**src/rtl/risc_pkg.sv**
```systemverilog
// rtl/risc_pkg.sv - shared types and constants for the RISC-Y control sequencer
package risc_pkg;

  localparam int OP_WIDTH    = 3;
  localparam int PHASE_WIDTH = 3;

  typedef enum logic [OP_WIDTH-1:0] {
    OP_HLT = 3'd0,
    OP_SKZ = 3'd1,
    OP_ADD = 3'd2,
    OP_AND = 3'd3,
    OP_XOR = 3'd4,
    OP_LDA = 3'd5,
    OP_STO = 3'd6,
    OP_JMP = 3'd7
  } opcode_t;

  typedef enum logic [PHASE_WIDTH-1:0] {
    INST_ADDR  = 3'd0,
    INST_FETCH = 3'd1,
    INST_LOAD  = 3'd2,
    IDLE       = 3'd3,
    OP_ADDR    = 3'd4,
    OP_FETCH   = 3'd5,
    ALU_OP     = 3'd6,
    STORE      = 3'd7
  } phase_t;

  // Opcodes that read a memory operand and write the accumulator.
  function automatic logic is_aluop(opcode_t op);
    return (op == OP_ADD) || (op == OP_AND) || (op == OP_XOR) || (op == OP_LDA);
  endfunction

endpackage

```
**src/rtl/risc_phase_counter.sv**
```systemverilog
// rtl/risc_phase_counter.sv - wrapping 8-phase instruction-cycle counter with hold
module risc_phase_counter
  import risc_pkg::*;
(
  input  logic   clk,
  input  logic   rst_n,
  input  logic   hold,
  output phase_t phase
);

  phase_t phase_q;
  phase_t phase_d;

  always_comb begin
    phase_d = phase_q;
    if (!hold) begin
      phase_d = phase_t'(PHASE_WIDTH'(phase_q) + PHASE_WIDTH'(1));
    end
  end

  always_ff @(posedge clk) begin
    if (!rst_n) begin
      phase_q <= INST_ADDR;
    end else begin
      phase_q <= phase_d;
    end
  end

  assign phase = phase_q;

endmodule

```
**src/rtl/risc_sequencer.sv**
```systemverilog
// rtl/risc_sequencer.sv - multi-cycle control sequencer: phase stepping, halt and control decode
module risc_sequencer
  import risc_pkg::*;
(
  input  logic                   CLK,
  input  logic                   RST_N,
  input  logic [OP_WIDTH-1:0]    OPCODE,
  input  logic                   ZERO,
  output logic                   SEL,
  output logic                   RD,
  output logic                   WR,
  output logic                   LD_IR,
  output logic                   LD_AC,
  output logic                   LD_PC,
  output logic                   INC_PC,
  output logic                   HALT,
  output logic                   DATA_E,
  output logic [PHASE_WIDTH-1:0] PHASE
);

  opcode_t op;
  phase_t  phase;
  logic    halted_q;
  logic    halted_d;
  logic    alu;

  assign op  = opcode_t'(OPCODE);
  assign alu = is_aluop(op);

  always_comb begin
    halted_d = halted_q;
    if (phase == OP_ADDR && op == OP_HLT) begin
      halted_d = 1'b1;
    end
  end

  always_ff @(posedge CLK) begin
    if (!RST_N) begin
      halted_q <= 1'b0;
    end else begin
      halted_q <= halted_d;
    end
  end

  // Holding on the next-state flag keeps the phase at OP_ADDR on the entry edge itself.
  risc_phase_counter u_phase_counter (
    .clk   (CLK),
    .rst_n (RST_N),
    .hold  (halted_d),
    .phase (phase)
  );

  assign PHASE = PHASE_WIDTH'(phase);

  always_comb begin
    SEL    = 1'b0;
    RD     = 1'b0;
    WR     = 1'b0;
    LD_IR  = 1'b0;
    LD_AC  = 1'b0;
    LD_PC  = 1'b0;
    INC_PC = 1'b0;
    HALT   = 1'b0;
    DATA_E = 1'b0;
    if (halted_q) begin
      HALT = 1'b1;
    end else begin
      case (phase)
        INST_ADDR: begin
          SEL = 1'b1;
        end
        INST_FETCH: begin
          SEL = 1'b1;
          RD  = 1'b1;
        end
        INST_LOAD, IDLE: begin
          SEL   = 1'b1;
          RD    = 1'b1;
          LD_IR = 1'b1;
        end
        OP_ADDR: begin
          INC_PC = 1'b1;
          HALT   = (op == OP_HLT);
        end
        OP_FETCH: begin
          RD = alu;
        end
        ALU_OP: begin
          RD     = alu;
          INC_PC = (op == OP_SKZ) && ZERO;
          LD_PC  = (op == OP_JMP);
          DATA_E = (op == OP_STO);
        end
        STORE: begin
          RD     = alu;
          LD_AC  = alu;
          INC_PC = (op == OP_JMP);
          LD_PC  = (op == OP_JMP);
          WR     = (op == OP_STO);
          DATA_E = (op == OP_STO);
        end
        default: begin
          SEL = 1'b1;
        end
      endcase
    end
  end

endmodule

```
**config.mk**
```make
export PLATFORM = sky130hd
export DESIGN_NAME = risc_sequencer
export DESIGN_NICKNAME = d
export VERILOG_FILES = /design/src/rtl/risc_pkg.sv /design/src/rtl/risc_phase_counter.sv /design/src/rtl/risc_sequencer.sv
export SDC_FILE = /design/constraint.sdc
export NUM_CORES = 1
export LEC_CHECK = 0
export CAP_MARGIN = 25
export CORE_AREA = 10 10 47 49
export CTS_CLUSTER_SIZE = 10
export DETAILED_ROUTE_END_ITERATION = 7
export DIE_AREA = 0 0 57 59
export PLACE_DENSITY = 0.71
export SLEW_MARGIN = 40
export SYNTH_ARGS = -nofsm -noshare
export SYNTH_HDL_FRONTEND = slang
export SYNTH_SLANG_ARGS = --single-unit
```
**constraint.sdc**
```tcl
create_clock -name CLK -period 2.4 [get_ports CLK]
set_input_delay 0.24 -clock CLK [delete_from_list [all_inputs] [get_ports CLK]]
set_output_delay 0.24 -clock CLK [all_outputs]
set_load 0.05 [all_outputs]
```
==> metrics <==
status completed; area delta synth->final 55.3%; via/cell ratio 5.09; # resized after CTS 0; Gate power share 74.8%; Crit path largest cell delay 0.83 ns; largest family of logic cells by synthesized area simple AND/OR/NAND/NOR gates; row count 14; crit start category flip-flop; worst-path maximum fanout 7; I/O Buffers 17; Die Span Y 59 microns; final setup violating endpoints 0; Filler cells 154; H-tree lvl count 1; Clock power frac 10.3%; Starting Density 31.0%; I/O pins 18; TritonCTS Buffers 3; synth top area cells ha_1, dfxtp_1, a21oi_1; Slew headroom 65.6%; first-pass GRT wire length 1980 microns; Hold Path Class flip-flop to flip-flop; die area 3360 sq um; wire length per cell 13.2 microns; layout cells sized above 1 30.1%; Internal 368 uW; initial DRC count 6; Seq pwr share 14.9%; syn nets 67; GRT Overall Usage 7.10%; gp weighted congestion 0.760; dominant synthesized flop cell dfxtp_1; cell family with most CP delay buffers and inverters; Synth Area in Adders 20.2%; Post-synth EDFFs 0; commonest non-fill, non-tap cells in the layout clkdlybuf4s50_1, ha_1, inv_1, buf_4, a21oi_1; Core Box Area 1400 sq um; max-cap violations 0; Yosys reg bits 4; worst clock skew 0.00241 ns; P_leak 0.288 nW; commonest non-fill, non-tap cell in the layout clkdlybuf4s50_1; Final Hold Vio Count 0; Compound-Gate Fraction of Synth Area 23.1%; Synth Area in Simple Gates 30.0%; critical-path cell list ha_1 > ha_1 > a21oi_1 > nor2_1 > clkdlybuf4s50_1; CP most frequent cell ha_1; Worst Max-Slew Pin Slew 0.515 ns; Die X 57 microns; synthesized area 434 sq um; crit end category output port; TNS Setup 0 ns; Layout Nets 88; Cell Pwr Density 1170 nW/um^2; total congestion overflow 0; Max Fclk 449 MHz; Ys Warns 0; syn_area_per_cell 8.04 sq um; # hold bufs at CTS 0; Yosys top cell by area ha_1; # diodes 0; Buf/Inv on CP 1; fin crit share 92.8%; clk slew on worst S/H paths 0.04 ns; DP HPWL 958 microns; Routed WL 1180 microns; Setup CP Type flip-flop to output port; Synth Instances 54; Worst EP required 2.16 ns; Final ANT Viol Nets 0; Max Slew Vio Count 0; WP data arrival 1.99 ns; XOR/XNOR share of the synthesized area 2.02%; worst ir drop on vdd 0.000472 V; asr flop ratio synth 0%; Final Util 48.1%; switch share 53.2%; initial antenna violation count 0; Tmin final 2.23 ns; post-synthesis mux area share 0%; clock sinks 4; vias in the first global route 472; RSZ-0062 raised after global routing false; DRC 0; Worst-Skew Late Latency 0.23 ns; DR vias 453; clock buffer depth 2; slowest CP cell clkdlybuf4s50_1; Yosys cell types 27; Yosys top cell area share 20.2%; largest net degree at the start of global routing 15; Clock Root Buffer clkbuf_4; post-synthesis sequential area ratio 18.4%; post-CTS setup buffer count 0; drt pass-1 iters 2; NetSw 418 uW; CTS tree done
power by group through the flow:
stage / sequential (mW) / clock, mW / combinational (mW)
2_1_floorplan: 0.176 / 0 / 0.335
3_3_place_gp: 0.117 / 0 / 0.591
3_5_place_dp: 0.118 / 0 / 0.596
4_1_cts: 0.117 / 0.0857 / 0.597
5_1_grt: 0.124 / 0.0924 / 0.629
6_report: 0.117 / 0.0809 / 0.588
worst register-to-register path, cell delays in order, from the launching register on:
cell,delay [ns]
dfxtp_1,0.42
inv_1,0.11
ha_1,0.24
and3b_2,0.25
a21oi_2,0.21
a221oi_2,0.08
through the flow:
step	instances	worst slack, ns	hold slack [ns]	cell area (sq um)	total power [mW]
floorplan	54	0.0107	0.417	462	0.511
global placement	86	0.459	0.568	652	0.708
finish	89	0.173	0.604	674	0.786
global route	89	0.0433	0.631	674	0.845
CTS	89	0.144	0.600	674	0.800
detailed placement	86	0.403	0.592	652	0.714
routing by layer:
layer	track usage [%]	vias up	share of wire, %
met5	0	-	0
li1	-	238	-
met1	7.40	205	42
met3	2.15	0	7.6
met4	5.03	0	0
met2	11.9	10	50
worst paths after layout:
path / from / endpoint / slack [ns] / depth (start not counted)
worst min-delay path: u_phase_counter.phase[0]$_SDFFE_PN0N_ / u_phase_counter.phase[0]$_SDFFE_PN0N_ / 0.60 / 2
worst max-delay path: u_phase_counter.phase[0]$_SDFFE_PN0N_ / LD_IR / 0.17 / 5
worst min register to register: u_phase_counter.phase[0]$_SDFFE_PN0N_ / u_phase_counter.phase[0]$_SDFFE_PN0N_ / 0.60 / 2
worst max register to register: u_phase_counter.phase[0]$_SDFFE_PN0N_ / u_phase_counter.phase[2]$_SDFFE_PN0N_ / 0.95 / 5
sequential cells by signal, indices dropped and copies added, names as in the netlist:
signal	flops
halted_q	1
u_phase_counter.phase	3
final cells by class:
cell class,instances,area [sq um],share of cell area (%)
multi-input cells,43,354,52.5
repair buffers,17,175,26.0
well taps,16,20.0,2.97
flip-flops and latches,4,80.1,11.9
inverters,6,22.5,3.34
clock buffers,3,22.5,3.34
cells by family (layout without fill, tap and decap cells):
| group | count (synthesis) | after routing |
|---|---|---|
| adders and majority gates | 7 | 7 |
| and+or+nand+nor | 22 | 22 |
| DFF | 4 | 4 |
| xor gates and xnor gates | 1 | 1 |
| buffers and inverters | 7 | 26 |
| AOI/OAI and AO/OA | 13 | 13 |
cell usage after synthesis, drive strengths merged, types with 2 or more instances:
cell	count
dfxtp	4
ha	7
inv	6
nand2	3
nand4	2
a21oi	6
nand3	2
nor2	4
nor3b	3
or2	2
Power figures use the tool's default switching activity.
